<file path="src/rtl/ycbcr2rgb_pipe.sv">
// YCbCr 4:4:4 to RGB converter, BT.601/BT.709, limited/full range, frame-deferred mode switch.
// Latency: 5 enabled cycles for data, sync and DE.
// Backpressure: none; i_ce low freezes every register.
module ycbcr2rgb_pipe #(
    parameter int IN_W   = 10,
    parameter int OUT_W  = 8,
    parameter int FRAC_W = 12
) (
    input  logic              i_clk,
    input  logic              i_rst,
    input  logic              i_ce,
    input  logic [IN_W-1:0]   i_data_y,
    input  logic [IN_W-1:0]   i_data_cb,
    input  logic [IN_W-1:0]   i_data_cr,
    input  logic              i_sync_h,
    input  logic              i_sync_v,
    input  logic              i_de,
    input  logic [1:0]        i_mode,
    output logic [OUT_W-1:0]  o_data_r,
    output logic [OUT_W-1:0]  o_data_g,
    output logic [OUT_W-1:0]  o_data_b,
    output logic              o_sync_h,
    output logic              o_sync_v,
    output logic              o_de,
    output logic [1:0]        o_mode_active,
    output logic              o_mode_pending
);
    localparam int K  = IN_W - 8;
    localparam int S  = FRAC_W + IN_W - OUT_W;
    localparam int CW = FRAC_W + 3;
    localparam int DW = IN_W + 1;
    localparam int PW = DW + CW;
    localparam int SW = PW + 2;

    function automatic logic signed [CW-1:0] coef(input real c);
        return CW'($rtoi(c * (2.0 ** FRAC_W) + 0.5));
    endfunction

    localparam logic signed [DW-1:0] Y_OFS = DW'(16 << K);
    localparam logic signed [DW-1:0] C_OFS = DW'(128 << K);
    localparam logic signed [SW-1:0] RND   = SW'(1) <<< (S - 1);
    localparam logic signed [SW-1:0] MAXV  = SW'((1 << OUT_W) - 1);

    // ---------------- mode FSM ----------------
    typedef enum logic {ST_RUN, ST_PEND} state_t;
    state_t     state;
    logic [1:0] mode_act;
    logic       vs_prev;
    logic       vs_rise;
    logic [1:0] mode_next;

    assign vs_rise   = i_sync_v & ~vs_prev;
    assign mode_next = vs_rise ? i_mode : mode_act;

    always_ff @(posedge i_clk or negedge i_rst) begin
        if (!i_rst) begin
            state          <= ST_RUN;
            mode_act       <= 2'b00;
            vs_prev        <= 1'b0;
            o_mode_pending <= 1'b0;
        end else if (i_ce) begin
            vs_prev  <= i_sync_v;
            mode_act <= mode_next;
            case (state)
                ST_RUN: if (!vs_rise && i_mode != mode_act) begin
                    state          <= ST_PEND;
                    o_mode_pending <= 1'b1;
                end
                ST_PEND: if (vs_rise || i_mode == mode_act) begin
                    state          <= ST_RUN;
                    o_mode_pending <= 1'b0;
                end
                default: begin
                    state          <= ST_RUN;
                    o_mode_pending <= 1'b0;
                end
            endcase
        end
    end

    assign o_mode_active = mode_act;

    // ---------------- datapath ----------------
    logic signed [DW-1:0] s1_y, s1_cb, s1_cr;
    logic [1:0]           s1_mode;
    logic signed [PW-1:0] s2_py, s2_pr, s2_pgb, s2_pgr, s2_pb;
    logic signed [SW-1:0] s3_r, s3_g, s3_b;
    logic signed [SW-1:0] s4_r, s4_g, s4_b;
    logic [4:0][2:0]      tim_pipe;
    logic signed [DW-1:0] y_ofs;
    logic signed [CW-1:0] c_y, c_r, c_gb, c_gr, c_b;

    assign y_ofs = mode_next[1] ? '0 : Y_OFS;

    // Coefficients follow the mode latched with the pixel, not the live FSM.
    always_comb begin
        c_y  = coef(255.0 / 219.0);
        c_r  = coef(1.596);
        c_gb = coef(0.392);
        c_gr = coef(0.813);
        c_b  = coef(2.017);
        case (s1_mode)
            2'b01: begin
                c_r = coef(1.793); c_gb = coef(0.213); c_gr = coef(0.533); c_b = coef(2.112);
            end
            2'b10: begin
                c_y = coef(1.0);
                c_r = coef(1.402); c_gb = coef(0.344); c_gr = coef(0.714); c_b = coef(1.772);
            end
            2'b11: begin
                c_y = coef(1.0);
                c_r = coef(1.5748); c_gb = coef(0.1873); c_gr = coef(0.4681); c_b = coef(1.8556);
            end
            default: ;
        endcase
    end

    function automatic logic [OUT_W-1:0] clamp(input logic signed [SW-1:0] v);
        if (v[SW-1])
            return '0;
        else if (v > MAXV)
            return '1;
        else
            return v[OUT_W-1:0];
    endfunction

    always_ff @(posedge i_clk or negedge i_rst) begin
        if (!i_rst) begin
            s1_y <= '0; s1_cb <= '0; s1_cr <= '0; s1_mode <= 2'b00;
            s2_py <= '0; s2_pr <= '0; s2_pgb <= '0; s2_pgr <= '0; s2_pb <= '0;
            s3_r <= '0; s3_g <= '0; s3_b <= '0;
            s4_r <= '0; s4_g <= '0; s4_b <= '0;
            o_data_r <= '0; o_data_g <= '0; o_data_b <= '0;
            tim_pipe <= '0;
        end else if (i_ce) begin
            s1_y    <= $signed({1'b0, i_data_y})  - y_ofs;
            s1_cb   <= $signed({1'b0, i_data_cb}) - C_OFS;
            s1_cr   <= $signed({1'b0, i_data_cr}) - C_OFS;
            s1_mode <= mode_next;

            s2_py  <= PW'(s1_y)  * PW'(c_y);
            s2_pr  <= PW'(s1_cr) * PW'(c_r);
            s2_pgb <= PW'(s1_cb) * PW'(c_gb);
            s2_pgr <= PW'(s1_cr) * PW'(c_gr);
            s2_pb  <= PW'(s1_cb) * PW'(c_b);

            s3_r <= SW'(s2_py) + SW'(s2_pr);
            s3_g <= SW'(s2_py) - SW'(s2_pgb) - SW'(s2_pgr);
            s3_b <= SW'(s2_py) + SW'(s2_pb);

            s4_r <= (s3_r + RND) >>> S;
            s4_g <= (s3_g + RND) >>> S;
            s4_b <= (s3_b + RND) >>> S;

            o_data_r <= clamp(s4_r);
            o_data_g <= clamp(s4_g);
            o_data_b <= clamp(s4_b);

            tim_pipe <= {tim_pipe[3:0], {i_sync_h, i_sync_v, i_de}};
        end
    end

    assign o_sync_h = tim_pipe[4][2];
    assign o_sync_v = tim_pipe[4][1];
    assign o_de     = tim_pipe[4][0];

endmodule

</file>
<file path="config.mk">
export PLATFORM = sky130hd
export DESIGN_NAME = ycbcr2rgb_pipe
export DESIGN_NICKNAME = d
export VERILOG_FILES = /design/src/rtl/ycbcr2rgb_pipe.sv
export SDC_FILE = /design/constraint.sdc
export NUM_CORES = 2
export LEC_CHECK = 0
export BUFFER_PORTS_ARGS = -buffer_cell sky130_fd_sc_hd__buf_4
export CAP_MARGIN = 15
export CELL_PAD_IN_SITES_DETAIL_PLACEMENT = 1
export CELL_PAD_IN_SITES_GLOBAL_PLACEMENT = 2
export CORE_AREA = 8 8 294 296
export DETAILED_ROUTE_END_ITERATION = 6
export DIE_AREA = 0 0 302 304
export HOLD_SLACK_MARGIN = 0.03
export PLACE_DENSITY = 0.9
export SLEW_MARGIN = 0
export SYNTH_ARGS = -nofsm -noshare
export SYNTH_HDL_FRONTEND = slang
export SYNTH_SLANG_ARGS = --single-unit
</file>
<file path="constraint.sdc">
create_clock -name i_clk -period 7.9 [get_ports i_clk]
set_input_delay 0.79 -clock i_clk [delete_from_list [all_inputs] [get_ports i_clk]]
set_output_delay 0.79 -clock i_clk [all_outputs]
set_load 0.01 [all_outputs]
</file>
==> impl_metrics.json <==
{
  "outcome": "finished, final reports clean",
  "viasPerCell": 5.41,
  "wl_per_cell_um": 21.5,
  "worstSetupStartpointType": "flop",
  "syn_avg_cell_area_um2": 9.42,
  "grt_overflow": 0,
  "grt_first_pass_wirelength_um": 164000,
  "hold_class": "input port to asynchronous set/reset pin",
  "path_max_fanout": 25,
  "finalCritPeriodShare_pct": 88.0,
  "syn_inst": 3686,
  "yosysTopAreaCell": "fa_1",
  "dp_worst_setup_slack_ps": 1020,
  "boundaryPins": 68,
  "path_class": "flop to flop",
  "htree_levels": 2,
  "wl_met3_um": 3860,
  "finish.utilization_pct": 46.1,
  "met2_wirelength_um": 52700,
  "synth-async-reset-ratio_pct": 100,
  "route.vias.total": 25900,
  "grt_pass1_vias": 28600,
  "die_h_um": 304,
  "hpwlAfterDp_um": 84200,
  "first_pass_iters": 4,
  "clkTransAtPathRegs_ps": 60,
  "die_w_um": 302,
  "netlist_area_um2": 34700,
  "layout_common_cells": "712 x inv_1, 468 x ha_1, 402 x fa_1",
  "rr_startpoint": "s1_mode[1]$_DFFE_PN0P_",
  "n_antenna_cell": 0,
  "maxSlewHeadroom_pct": 32.7,
  "yosysUniqueCellTypes": 80,
  "dieArea_um2": 91800,
  "synth-seq-cells": 282,
  "synth_top_flop_cell": "dfrtp_1",
  "critPathCaptureType": "flop",
  "required_ps": 8360,
  "setup_slack_ps": 949,
  "antenna_found_initial": 1,
  "tritoncts": "yes",
  "port_buffers": 67,
  "drc_errors": 0,
  "rsz0062_at_grt": "false",
  "r2r_end": "s2_pb[24]$_DFFE_PN0P_",
  "min_period_ps": 6950,
  "finalHoldViolCount": 0,
  "initial_core_util_pct": 42.6,
  "layout_commonest_cell": "inv_1",
  "r2r_setup_slack_ps": 950,
  "grt_max_degree": 129,
  "fin_nets": 4603,
  "fp.coreArea_um2": 81600,
  "setup_viol": 0,
  "rr_worst_depth": 20,
  "area_delta_synth_final_pct": 8.21,
  "slew_violations": 0,
  "grt_usage_pct": 22.5,
  "clock_sinks": 282,
  "finalSetupTns_ps": 0,
  "clkLatencyLatePin_ps": 580,
  "cts.path.max_buffers": 3,
  "skew_ps": 26.1,
  "worst_slew_pin_slew_ps": 1010,
  "gp_congestion": 0.921,
  "post_cts_buffers": 0,
  "cts_inserted_buffers": 39,
  "post-place-cells": 4724,
  "rows": 105,
  "synthTopCellsByArea": "fa_1 23%, dfrtp_1 20%, ha_1 17%",
  "synth_top_area_share_pct": 23.2,
  "final_cells": 4793,
  "top_layer": "met4",
  "ctsHoldBuffers": 0,
  "clockRootBuffer": "clkbuf_16",
  "ys_warn_count": 0,
  "first_iter_violations": 1225,
  "maxCapViolCount": 0,
  "drt-met1-wl_um": 42800,
  "postRouteAntennaNets": 0,
  "ys_seq_area_share_pct": 20.3,
  "drive_gt1_share_pct": 8.03,
  "critPathArrivalTime_ps": 7410,
  "routed_wl_um": 103000,
  "synth_edf_count": 0,
  "cts_resized": 0,
  "clock.fmax_mhz": 144
}
## worst max-delay path, cell delays in order (launching register included)
cell and delay (ps):
dfrtp_1 490, ha_1 200, buf_4 320, or2_2 580, nand2_1 380, fa_1 600, fa_1 450, fa_1 540
inv_1 50, fa_1 470, inv_1 60, fa_1 540, inv_1 70, ha_1 340, o21a_1 140, o31a_1 220
nor4b_4 70, o31ai_2 500, a31oi_1 250, o2111a_1 280, a221o_1 250
## how the worst max path moves through the flow
| stage | start | endpoint |
|---|---|---|
| 5_1_grt | s1_mode[0]$_DFFE_PN0P_ | s2_pr[19]$_DFFE_PN0P_ |
| 3_3_place_gp | s1_mode[1]$_DFFE_PN0P_ | s2_pb[24]$_DFFE_PN0P_ |
| 3_5_place_dp | s1_mode[1]$_DFFE_PN0P_ | s2_pb[24]$_DFFE_PN0P_ |
| 4_1_cts | s1_mode[1]$_DFFE_PN0P_ | s2_pb[24]$_DFFE_PN0P_ |
| 6_report | s1_mode[1]$_DFFE_PN0P_ | s2_pb[24]$_DFFE_PN0P_ |
| 2_1_floorplan | s1_mode[0]$_DFFE_PN0P_ | s2_pb[24]$_DFFE_PN0P_ |
## routing by layer
metal | track usage (%) | vias to the layer above
li1 | - | 12000
met5 | 0 | -
met1 | 27.8 | 13300
met2 | 40.4 | 445
met4 | 7.24 | 0
met3 | 2.99 | 155
## registers in the layout, indices dropped and copies added (netlist names), 11 cells and up
name / count
s2_pb: 26
s2_pr: 25
s2_py: 25
s2_pgr: 24
s2_pgb: 23
s3_g: 15
s3_b: 14
s3_r: 14
s4_b: 14
s4_g: 14
s4_r: 14
tim_pipe: 12
s1_y: 11
## cells in the mapped netlist (4+ instances only)
master / instances
nand4_1: 26
mux2_2: 119
a31o_2: 5
nand2_1: 224
ha_1: 468
a211oi_1: 30
or3_1: 9
xor2_1: 60
dfrtp_1: 282
o22ai_1: 6
nor2b_1: 72
nor4_1: 4
a21oi_1: 183
a221oi_1: 5
nor3_1: 38
nand2b_1: 40
a21o_1: 74
a41oi_1: 4
mux2i_1: 12
o21a_1: 22
a31oi_1: 21
a21boi_0: 5
nor2_1: 204
and4_1: 5
o211ai_1: 21
o21bai_1: 16
o2111ai_1: 4
o31ai_1: 37
or2_2: 9
fa_1: 402
and2_1: 86
nor4b_1: 4
and3_1: 22
a211o_1: 5
o311ai_0: 8
nand4b_1: 5
clkbuf_1: 101
o21ai_0: 127
buf_1: 19
nand3_1: 49
inv_1: 712
xnor2_1: 80
o41ai_1: 5
## cells by family (layout without fill, tap and decap cells)
| kind of cell | count (synthesis) | in the layout | share of synthesized area, % |
|---|---|---|---|
| simple gates | 816 | 816 | 11.6 |
| buf+inv | 836 | 872 | 9.05 |
| mux | 131 | 131 | 4.21 |
| fa+ha+maj | 870 | 870 | 40.0 |
| flops | 282 | 282 | 20.3 |
| xor+xnor | 140 | 140 | 3.53 |
| compound gates | 609 | 609 | 11.2 |
| other cells | 2 | 3 | 0.0216 |
## through the flow
stage	area (um2)	hold slack (ps)
final	37600	216
after global routing	37600	274
after CTS	37600	268
after detailed placement	36300	472
after global placement	36300	467
after floorplan	34700	449
## layout make-up
cell class,instances,area (um2)
Multi-Input combinational cell,2569,24500
Inverter,714,2680
Clock inverter,15,160
Sequential cell,282,7060
Tap cell,1070,1340
Fill cell,9284,44000
Timing Repair Buffer,89,683
Clock buffer,54,1120
Power is left out: the tool's default activity adds up to more than one toggle a clock period on the data nets, which glitch-free logic cannot reach.
